===== src/rtl/hazard_pkg.sv =====
// Shared types and constants for the decode-stage hazard scoreboard.
// A slot mirrors one in-flight instruction; the selects name the EXE operand source.
package hazard_pkg;

   localparam int REG_W_DEF = 4;

   localparam logic [1:0] SEL_REGFILE = 2'b00;
   localparam logic [1:0] SEL_MEM     = 2'b01;
   localparam logic [1:0] SEL_WB      = 2'b10;

   typedef struct packed {
      logic                 valid;
      logic [REG_W_DEF-1:0] dest;
      logic                 mem_r_en;
      logic [REG_W_DEF-1:0] src_1;
      logic [REG_W_DEF-1:0] src_2;
      logic                 two_src;
   } slot_t;

   // MEM holds the younger result, so it wins over WB.
   function automatic logic [1:0] fwd_select(input logic mem_hit, input logic wb_hit);
      if (mem_hit) return SEL_MEM;
      if (wb_hit)  return SEL_WB;
      return SEL_REGFILE;
   endfunction

endpackage


===== src/rtl/hazard_scoreboard_if.sv =====
// Decode-side query/response bundle of the hazard scoreboard.
// master = decode/pipeline control, slave = the scoreboard.
interface hazard_scoreboard_if
   import hazard_pkg::*;
#(
   parameter int REG_W = REG_W_DEF,
   parameter int CNT_W = 16
);
   logic [REG_W-1:0] src_1;
   logic [REG_W-1:0] src_2;
   logic             two_src;
   logic [REG_W-1:0] id_dest;
   logic             id_wb_en;
   logic             id_mem_r_en;
   logic             freeze;
   logic             flush;
   logic             hazard;
   logic [1:0]       sel_src_1;
   logic [1:0]       sel_src_2;
   logic [CNT_W-1:0] stall_cnt;

   modport master (
      output src_1, src_2, two_src, id_dest, id_wb_en, id_mem_r_en, freeze, flush,
      input  hazard, sel_src_1, sel_src_2, stall_cnt
   );

   modport slave (
      input  src_1, src_2, two_src, id_dest, id_wb_en, id_mem_r_en, freeze, flush,
      output hazard, sel_src_1, sel_src_2, stall_cnt
   );
endinterface


===== src/rtl/hazard_src_match.sv =====
// Single source-versus-slot comparator: hit when the slot is live and writes src.
module hazard_src_match #(
   parameter int REG_W = 4
) (
   input  logic [REG_W-1:0] src,
   input  logic             vld,
   input  logic [REG_W-1:0] dest,
   output logic             hit
);
   assign hit = vld && (dest == src);
endmodule


===== src/rtl/hazard_scoreboard.sv =====
// Tracks EXE/MEM/WB destinations; hazard is combinational, slots advance one edge later and hold on freeze.
// HAZARD_SCOREBOARD_FORWARDING_EN: load-use-only stalls plus EXE forwarding selects.
module hazard_scoreboard
   import hazard_pkg::*;
#(
   parameter int REG_W = REG_W_DEF,
   parameter int CNT_W = 16
) (
   input logic                clk,
   input logic                rst,
   hazard_scoreboard_if.slave bus
);

   logic             kill;
   logic             exe_vld;
   logic [REG_W-1:0] exe_dest;
   logic             mem_vld_q;
   logic [REG_W-1:0] mem_dest_q;
   logic [CNT_W-1:0] cnt_q;

   // A stalled or annulled ID instruction enters EXE as a bubble.
   assign kill = bus.hazard | bus.flush;

`ifdef HAZARD_SCOREBOARD_FORWARDING_EN
   slot_t            exe_q;
   logic             wb_vld_q;
   logic [REG_W-1:0] wb_dest_q;
   logic             s1_exe, s2_exe;
   logic             e1_mem, e1_wb, e2_mem, e2_wb;

   hazard_src_match #(.REG_W(REG_W)) u_s1_exe (.src(bus.src_1), .vld(exe_q.valid), .dest(exe_q.dest), .hit(s1_exe));
   hazard_src_match #(.REG_W(REG_W)) u_s2_exe (.src(bus.src_2), .vld(exe_q.valid), .dest(exe_q.dest), .hit(s2_exe));
   hazard_src_match #(.REG_W(REG_W)) u_e1_mem (.src(exe_q.src_1), .vld(mem_vld_q), .dest(mem_dest_q), .hit(e1_mem));
   hazard_src_match #(.REG_W(REG_W)) u_e1_wb  (.src(exe_q.src_1), .vld(wb_vld_q),  .dest(wb_dest_q),  .hit(e1_wb));
   hazard_src_match #(.REG_W(REG_W)) u_e2_mem (.src(exe_q.src_2), .vld(mem_vld_q), .dest(mem_dest_q), .hit(e2_mem));
   hazard_src_match #(.REG_W(REG_W)) u_e2_wb  (.src(exe_q.src_2), .vld(wb_vld_q),  .dest(wb_dest_q),  .hit(e2_wb));

   // Only a load still in EXE produces its data too late to forward.
   assign bus.hazard    = exe_q.mem_r_en & (s1_exe | (bus.two_src & s2_exe));
   assign bus.sel_src_1 = fwd_select(e1_mem, e1_wb);
   assign bus.sel_src_2 = exe_q.two_src ? fwd_select(e2_mem, e2_wb) : SEL_REGFILE;

   always_ff @(posedge clk or negedge rst) begin
      if (!rst) begin
         exe_q     <= '0;
         wb_vld_q  <= 1'b0;
         wb_dest_q <= '0;
      end else if (!bus.freeze) begin
         exe_q     <= '{valid:    bus.id_wb_en & ~kill,
                        dest:     bus.id_dest,
                        mem_r_en: bus.id_mem_r_en & ~kill,
                        src_1:    bus.src_1,
                        src_2:    bus.src_2,
                        two_src:  bus.two_src};
         wb_vld_q  <= mem_vld_q;
         wb_dest_q <= mem_dest_q;
      end
   end

   assign exe_vld  = exe_q.valid;
   assign exe_dest = exe_q.dest;
`else
   logic             exe_vld_q;
   logic [REG_W-1:0] exe_dest_q;
   logic             s1_exe, s1_mem, s2_exe, s2_mem;

   hazard_src_match #(.REG_W(REG_W)) u_s1_exe (.src(bus.src_1), .vld(exe_vld_q), .dest(exe_dest_q), .hit(s1_exe));
   hazard_src_match #(.REG_W(REG_W)) u_s1_mem (.src(bus.src_1), .vld(mem_vld_q), .dest(mem_dest_q), .hit(s1_mem));
   hazard_src_match #(.REG_W(REG_W)) u_s2_exe (.src(bus.src_2), .vld(exe_vld_q), .dest(exe_dest_q), .hit(s2_exe));
   hazard_src_match #(.REG_W(REG_W)) u_s2_mem (.src(bus.src_2), .vld(mem_vld_q), .dest(mem_dest_q), .hit(s2_mem));

   // WB never stalls: the register file writes before decode reads it.
   assign bus.hazard    = s1_exe | s1_mem | (bus.two_src & (s2_exe | s2_mem));
   assign bus.sel_src_1 = SEL_REGFILE;
   assign bus.sel_src_2 = SEL_REGFILE;

   always_ff @(posedge clk or negedge rst) begin
      if (!rst) begin
         exe_vld_q  <= 1'b0;
         exe_dest_q <= '0;
      end else if (!bus.freeze) begin
         exe_vld_q  <= bus.id_wb_en & ~kill;
         exe_dest_q <= bus.id_dest;
      end
   end

   assign exe_vld  = exe_vld_q;
   assign exe_dest = exe_dest_q;
`endif

   always_ff @(posedge clk or negedge rst) begin
      if (!rst) begin
         mem_vld_q  <= 1'b0;
         mem_dest_q <= '0;
         cnt_q      <= '0;
      end else if (!bus.freeze) begin
         mem_vld_q  <= exe_vld;
         mem_dest_q <= exe_dest;
         if (bus.hazard && (cnt_q != '1))
            cnt_q <= cnt_q + 1'b1;
      end
   end

   assign bus.stall_cnt = cnt_q;

endmodule


===== src/flat_wrapper.sv =====
// flat-port wrapper written by rule: the top's interface ports become plain ports
module hazard_scoreboard_flat import hazard_pkg::*;
#(
   parameter int REG_W = REG_W_DEF,
   parameter int CNT_W = 16
)
  (clk, rst, bus_src_1, bus_src_2, bus_two_src, bus_id_dest, bus_id_wb_en, bus_id_mem_r_en, bus_freeze, bus_flush, bus_hazard, bus_sel_src_1, bus_sel_src_2, bus_stall_cnt);
  hazard_scoreboard_if #(.REG_W(REG_W), .CNT_W(CNT_W)) bus_i ();
  input logic clk;
  input logic rst;
  input wire logic [$bits(bus_i.src_1)-1:0] bus_src_1;
  input wire logic [$bits(bus_i.src_2)-1:0] bus_src_2;
  input wire logic [$bits(bus_i.two_src)-1:0] bus_two_src;
  input wire logic [$bits(bus_i.id_dest)-1:0] bus_id_dest;
  input wire logic [$bits(bus_i.id_wb_en)-1:0] bus_id_wb_en;
  input wire logic [$bits(bus_i.id_mem_r_en)-1:0] bus_id_mem_r_en;
  input wire logic [$bits(bus_i.freeze)-1:0] bus_freeze;
  input wire logic [$bits(bus_i.flush)-1:0] bus_flush;
  output wire logic [$bits(bus_i.hazard)-1:0] bus_hazard;
  output wire logic [$bits(bus_i.sel_src_1)-1:0] bus_sel_src_1;
  output wire logic [$bits(bus_i.sel_src_2)-1:0] bus_sel_src_2;
  output wire logic [$bits(bus_i.stall_cnt)-1:0] bus_stall_cnt;
  assign bus_i.src_1 = bus_src_1;
  assign bus_i.src_2 = bus_src_2;
  assign bus_i.two_src = bus_two_src;
  assign bus_i.id_dest = bus_id_dest;
  assign bus_i.id_wb_en = bus_id_wb_en;
  assign bus_i.id_mem_r_en = bus_id_mem_r_en;
  assign bus_i.freeze = bus_freeze;
  assign bus_i.flush = bus_flush;
  assign bus_hazard = bus_i.hazard;
  assign bus_sel_src_1 = bus_i.sel_src_1;
  assign bus_sel_src_2 = bus_i.sel_src_2;
  assign bus_stall_cnt = bus_i.stall_cnt;
  hazard_scoreboard #(.REG_W(REG_W), .CNT_W(CNT_W)) u_core (.clk(clk), .rst(rst), .bus(bus_i));
endmodule

===== config.mk =====
export PLATFORM = sky130hd
export DESIGN_NAME = hazard_scoreboard_flat
export DESIGN_NICKNAME = d
export VERILOG_FILES = /design/src/rtl/hazard_pkg.sv /design/src/rtl/hazard_scoreboard_if.sv /design/src/rtl/hazard_src_match.sv /design/src/rtl/hazard_scoreboard.sv /design/src/flat_wrapper.sv
export SDC_FILE = /design/constraint.sdc
export NUM_CORES = 1
export LEC_CHECK = 0
export ABC_AREA = 1
export BUFFER_PORTS_ARGS = -buffer_cell sky130_fd_sc_hd__buf_2
export CAP_MARGIN = 20
export CORE_ASPECT_RATIO = 1.4
export CORE_UTILIZATION = 56
export CTS_CLUSTER_SIZE = 20
export DETAILED_ROUTE_END_ITERATION = 6
export PLACE_DENSITY = 0.83
export SYNTH_ARGS = -nofsm -noshare
export SYNTH_HDL_FRONTEND = slang
export SYNTH_HIERARCHICAL = 1
export SYNTH_SLANG_ARGS = --single-unit

===== constraint.sdc =====
create_clock -name clk -period 3.8 [get_ports clk]
set_clock_uncertainty 0.2 [all_clocks]
set_input_delay 1.14 -clock clk [delete_from_list [all_inputs] [get_ports clk]]
set_output_delay 1.14 -clock clk [all_outputs]
set_load 0.02 [all_outputs]

==> metrics.yaml, run 1 <==
die_x_um: 49.71
io_pins: 40
synth.distinct_cells: 23
cp_slowest_cell: "or2_1"
grt_pass1_vias: 1535
cts_hold_buf: 0
grt_max_degree: 27
instances_no_fill: 348
numCtsBuffers: 3
die_h_um: 68.79
ys_ff_latch: 26
ant_nets: 0
gp_congestion: 0.8113
antennaDiodeCount: 0
worstHoldStart: "u_core/mem_dest_q[3]"
placed_cells: 345
drc_errors: 0
drt_iter0_drc: 62
setup-tns-final_ns: 0
dpl-instance-area_sq_um: 1952
fin_crit_ns: 3.437
clk_pin_slew_worst_paths_ns: 0.08
period_share: 0.9046
seqPwrFrac: 0.531
cp_data_arrival_time_ns: 2.10
core_area_sq_um: 2935
worst_setup_path_end_kind: "output pin"
die_area_sq_um: 3419
outcome: "finished clean"
synth_area_sq_um: 1784
row_count: 23
finalHoldViolations: 0
dp_hpwl_um: 2781
cts.sinks: 26
fmax_mhz: 290.9
final_nets: 333
synth_top_area_cell: "dfrtp_1"
drv_cap: 0
clk_path_buf_depth: 2
gr-usage-all-layers: 0.2366
syn_avg_cell_area_sq_um: 6.395
startpoint_type: "primary input"
intPower_mw: 0.4211
path_cells: "buf_2 > inv_1 > or2_1 > nand3_1 > nor2_1 > o21ai_0 > nand2_1 > buf_2"
htree_levels: 1
worst_pin_slew_ns: 0.5834
slowest_delay_ns: 0.21
critPathKind: "primary input to output pin"
port_buffers: 34
grt_pass1_wl_um: 6147
antenna_found_initial: 0
vias: 1701
layout.cells.most_common_list: "nand2_1 (111), inv_1 (47), buf_2 (34), nand3_1 (27), dfrtp_1 (26)"
pwr-share-clk: 0.241
netlist_top_cells_area: "dfrtp_1 (36%), nand2_1 (23%), inv_1 (9.9%)"
post_drt_wl_per_cell_um: 10.67
required_ns: 2.46
utilization: 0.6790
ir_drop_uv: 229.0
power_density_nw_per_um2: 307.7
cts_tree: "built"
postSynthCellCount: 279
yosysTopAreaCellShare: 0.3647
area_delta_synth_final_pct: 11.71
rsz0062_at_grt: "false"
drive_gt1_frac: 0.1511
hold_class: "register to register"
cp-startpoint: "bus_src_2[0]"
slew_violations: 0
start_util: 0.6078
final_area_sq_um: 1993
overflow: 0
clkLatencyLatePin_ns: 0.26
cp_max_fo: 4
vias_per_cell: 4.888
cts_setup_buffers: 0
setup_viol: 0
synth_seq_area_share: 0.3647
first_pass_iters: 4
ys.warnings.count: 6
p_sw_mw: 0.1923
p_comb_frac: 0.228
cts-root-buf: "clkbuf_8"
switching_share: 0.3135
ff2ff_setup_slack_ns: 1.68
power_leakage_nw: 1.131
layout_commonest_cell: "nand2_1"
r2r_start: "u_core/exe_dest[2]"
cts-resized-gates: 0
slew_headroom: 0.6111
cpMostUsedCell: "buf_2"
drt-total-wl_um: 3712
## layer usage
metal	global-route usage	share of wire	vias to the layer above
li1	-	-	887
met1	0.2441	0.42	764
met2	0.4882	0.54	46
met3	0.02193	0.035	4
met4	0.08571	0.010	0
met5	0	0	-
## through the flow
stage                     hold slack [ns]  total power, mW  worst slack, ns
final                              0.3152           0.6134           0.3627
after global routing               0.3417           0.6527           0.3035
after CTS                          0.3185           0.6247           0.3756
after detailed placement           0.2962           0.4721           0.3832
after global placement             0.2907           0.4663           0.3811
after floorplan                    0.2705           0.4275           0.6659
## registers in the layout (all words and copies together) (netlist names)
signal / count
u_core/mem_vld_q: 1
u_core/bus.stall_cnt: 16
u_core/exe_vld: 1
u_core/exe_dest: 4
u_core/mem_dest_q: 4
## final cells by class
class	instances	area, sq um
Clock buffer	3	41.29
Fill cell	289	942.2
Timing Repair Buffer	34	170.2
Multi-Input combinational cell	199	900.9
Inverter	49	183.9
Sequential cell	26	650.6
Tap cell	37	46.29
## worst paths after layout
check | endpoint | depth (start not counted)
max | bus_hazard | 8
min in group asynchronous | u_core/bus.stall_cnt[3] | 1
min reg2reg | u_core/mem_dest_q[3] | 2
min | u_core/mem_dest_q[3] | 2
max in group asynchronous | u_core/bus.stall_cnt[15] | 1
max reg2reg | u_core/bus.stall_cnt[11] | 12
## power groups by stage
stage	clock network (mW)	logic (mW)	registers, mW
after floorplan	0	0.0854	0.342
after global placement	0	0.136	0.330
after detailed placement	0	0.141	0.331
after CTS	0.158	0.141	0.326
after global routing	0.165	0.158	0.330
final	0.148	0.140	0.325
## critical path, delay by kind of cell
family	cells	cell delay (ns)
AND/OR/NAND/NOR	4	0.49
buffers and inverters	3	0.32
AO/OA/AOI/OAI	1	0.15
## cell usage after synthesis
cell and instances:
nand2_1 111, inv_1 47, nand3_1 27, dfrtp_1 26, nor2_1 19, or2_1 12, a21oi_1 4, buf_4 4
nand2_2 4, nor2_4 4, nor3_1 3, xor2_1 3, buf_6 2, clkbuf_1 2, nand3b_1 2, o21ai_0 2
clkinv_1 1, conb_1 1, ha_1 1, inv_2 1, nand4_1 1, nor2_2 1, o22ai_1 1
## cell families (layout without fill, tap and decap cells)
group | count (synthesis) | in the layout | share of synthesized area
XOR/XNOR | 3 | 3 | 0.01473
adder cells (fa/ha/maj) | 1 | 1 | 0.007012
other | 1 | 4 | 0.002102
buffers and inverters | 57 | 86 | 0.1367
flip-flops | 26 | 26 | 0.3647
AND/OR/NAND/NOR | 184 | 184 | 0.4544
AO/OA/AOI/OAI | 7 | 7 | 0.02034
Power figures use the tool's default switching activity.
==> run 2, diff against run 1 <==
Settings changed: ABC_AREA 1 to default, CORE_ASPECT_RATIO 1.4 to 0.5, PLACE_DENSITY 0.83 to 0.84.
==> run 2 against run 1 <==
Die area fell by 9.6%. Register-to-register slack got worse by 0.25 ns. Synthesized cell count fell by 47%.
==> metrics.yaml, run 2 <==
fmax_mhz: 272.2  # was 290.9 MHz
worst_setup_path_end_kind: "output pin"  # unchanged
numCtsBuffers: 3  # unchanged
antennaDiodeCount: 0  # unchanged
critPathKind: "primary input to output pin"  # unchanged
ys_ff_latch: 26  # unchanged
cts_setup_buffers: 0  # unchanged
required_ns: 2.46  # about the same
cts-root-buf: "clkbuf_8"  # unchanged
vias: 1199  # was 1701
layout.cells.most_common_list: "buf_2 (34), dfrtp_1 (26), inv_1 (17), xor2_1 (14), mux2_2 (11)"  # was nand2_1 (111), inv_1 (47), buf_2 (34), nand3_1 (27), dfrtp_1 (26)
gr-usage-all-layers: 0.2200  # was 0.2366
cts-resized-gates: 0  # unchanged
clk_pin_slew_worst_paths_ns: 0.08  # about the same
hold_class: "register to register"  # unchanged
postSynthCellCount: 149  # was 279
final_nets: 204  # was 333
drc_errors: 0  # unchanged
synth.distinct_cells: 41  # was 23
clkLatencyLatePin_ns: 0.27  # was 0.26 ns
worstHoldStart: "u_core/bus.stall_cnt[0]"  # was u_core/mem_dest_q[3]
vias_per_cell: 5.475  # was 4.888
cts_tree: "built"  # unchanged
period_share: 0.9667  # was 0.9046
synth_most_common_cell: "dfrtp_1"  # was nand2_1
power_leakage_nw: 0.9051  # was 1.131 nW
synth_seq_area_share: 0.4063  # was 0.3647
utilization: 0.6843  # was 0.6790
startpoint_type: "primary input"  # unchanged
ys.warnings.count: 6  # unchanged
slew_violations: 0  # unchanged
synth_top_area_cell: "dfrtp_1"  # unchanged
worst_pin_slew_ns: 0.5815  # was 0.5834 ns
setup-tns-final_ns: 0  # unchanged
first_pass_iters: 4  # unchanged
io_pins: 40  # unchanged
yosys_most_used_dff: "dfrtp_1"  # unchanged
r2r_start: "u_core/mem_dest_q[0]"  # was u_core/exe_dest[2]
dp_slack_ns: 0.1648  # was 0.3832 ns
synth_area_sq_um: 1602  # was 1784 sq um
area_delta_synth_final_pct: 13.28  # was 11.71%
cp_data_arrival_time_ns: 2.33  # was 2.10 ns
syn_avg_cell_area_sq_um: 10.75  # was 6.395 sq um
cp_max_fo: 4  # unchanged
layout_commonest_cell: "buf_2"  # was nand2_1
finalHoldViolations: 0  # unchanged
grt_max_degree: 27  # unchanged
gp_congestion: 0.8733  # was 0.8113
synth_edf_count: 0  # unchanged
die_h_um: 39.82  # was 68.79 um
setup_viol: 0  # unchanged
drive_gt1_frac: 0.3626  # was 0.1511
largest_register_ffs: 16  # unchanged
die_area_sq_um: 3091  # was 3419 sq um
netlist_top_cells_area: "dfrtp_1 (41%), mux2_2 (7.7%), xor2_1 (7.7%)"  # was dfrtp_1 (36%), nand2_1 (23%), inv_1 (9.9%)
row_count: 13  # was 23
slew_headroom: 0.6094  # was 0.6111
synthTopCellsByCount: "dfrtp_1 (26), inv_1 (17), xor2_1 (14), mux2_2 (11), nand2_1 (8)"  # was nand2_1 (111), inv_1 (47), nand3_1 (27), dfrtp_1 (26), nor2_1 (19)
hold_slack_ns: 0.3233  # was 0.3152 ns
cp-startpoint: "bus_src_2[0]"  # unchanged
antenna_found_initial: 0  # unchanged
overflow: 0  # unchanged
rsz0062_at_grt: "false"  # unchanged
power_density_nw_per_um2: 353.6  # was 307.7 nW/um^2
drt-total-wl_um: 3097  # was 3712 um
outcome: "finished clean"  # unchanged
drt_iter0_drc: 61  # was 62
post_drt_wl_per_cell_um: 14.14  # was 10.67 um
ir_drop_uv: 404.1  # was 229.0 uV
core_area_sq_um: 2651  # was 2935 sq um
cts_hold_buf: 0  # unchanged
start_util: 0.6041  # was 0.6078
drv_cap: 0  # unchanged
port_buffers: 34  # unchanged
ant_nets: 0  # unchanged
grt_pass1_vias: 1113  # was 1535
htree_levels: 1  # unchanged
ys_async_sr_fraction: 1.000  # unchanged
cts.sinks: 26  # unchanged
dp_hpwl_um: 2279  # was 2781 um
die_x_um: 77.63  # was 49.71 um
grt_pass1_wl_um: 4988  # was 6147 um
layout_setup_ws_ns: 0.1266  # was 0.3627 ns
fin_crit_ns: 3.673  # was 3.437 ns
yosysTopAreaCellShare: 0.4063  # was 0.3647
clk_path_buf_depth: 2  # unchanged
-- run 2: final timing paths --
check / endpoint / slack [ns] / cells after the start
worst max register to register: u_core/bus.stall_cnt[3] / 1.43 / 6
max in group asynchronous: u_core/bus.stall_cnt[4] / 2.36 / 1
worst max-delay path: bus_hazard / 0.13 / 7
min in group asynchronous: u_core/exe_dest[3] / 0.66 / 1
worst min register to register: u_core/bus.stall_cnt[0] / 0.32 / 1
worst min-delay path: u_core/bus.stall_cnt[0] / 0.32 / 1
-- run 2: final cells by class --
cell class / instances / area [sq um]
clock buffer: 3 / 41.29
multi-input combinational: 102 / 842.1
sequential: 26 / 650.6
inverter: 17 / 63.81
fill: 207 / 837.1
timing repair buffer: 34 / 170.2
tap: 37 / 46.29
-- run 2: critical path: stages --
cell	delay, ns
buf_2	0.11
inv_1	0.04
a222oi_1	0.34
nor3b_2	0.25
o21ai_0	0.14
nand2_1	0.14
buf_2	0.18
-- run 2: kinds of logic (layout without fill, tap and decap cells) --
family | count (synthesis) | in the layout | synth area share
buf+inv | 24 | 54 | 0.07500
other cells | 1 | 4 | 0.002342
compound gates | 20 | 20 | 0.1047
simple gates | 50 | 50 | 0.2383
fa+ha+maj | 1 | 1 | 0.007811
flops | 26 | 26 | 0.4062
xor+xnor | 15 | 15 | 0.08203
mux | 12 | 12 | 0.08359
-- run 2: report_power, final --
part	internal [mW]	total [mW]	switching, mW
clock network	0.0710	0.152	0.0813
logic	0.0639	0.146	0.0825
registers	0.307	0.343	0.0355
-- run 2: stage by stage --
stage          total power [mW]  instances  instance area (sq um)
2_1_floorplan            0.4443        152                   1613
3_3_place_gp             0.4895        216                   1773
3_5_place_dp             0.4949        216                   1773
4_1_cts                  0.6485        219                   1814
5_1_grt                  0.6770        219                   1814
6_report                 0.6415        219                   1814
-- run 2: layer usage --
layer  vias to the layer above  track usage  share of wire  wire length, um
met2                        31       0.4004           0.47             1447
li1                        597            -              -                -
met5                         -            0              0                0
met1                       569       0.2620           0.47             1468
met4                         0      0.05189         0.0061               19
met3                         2      0.06977          0.052              162
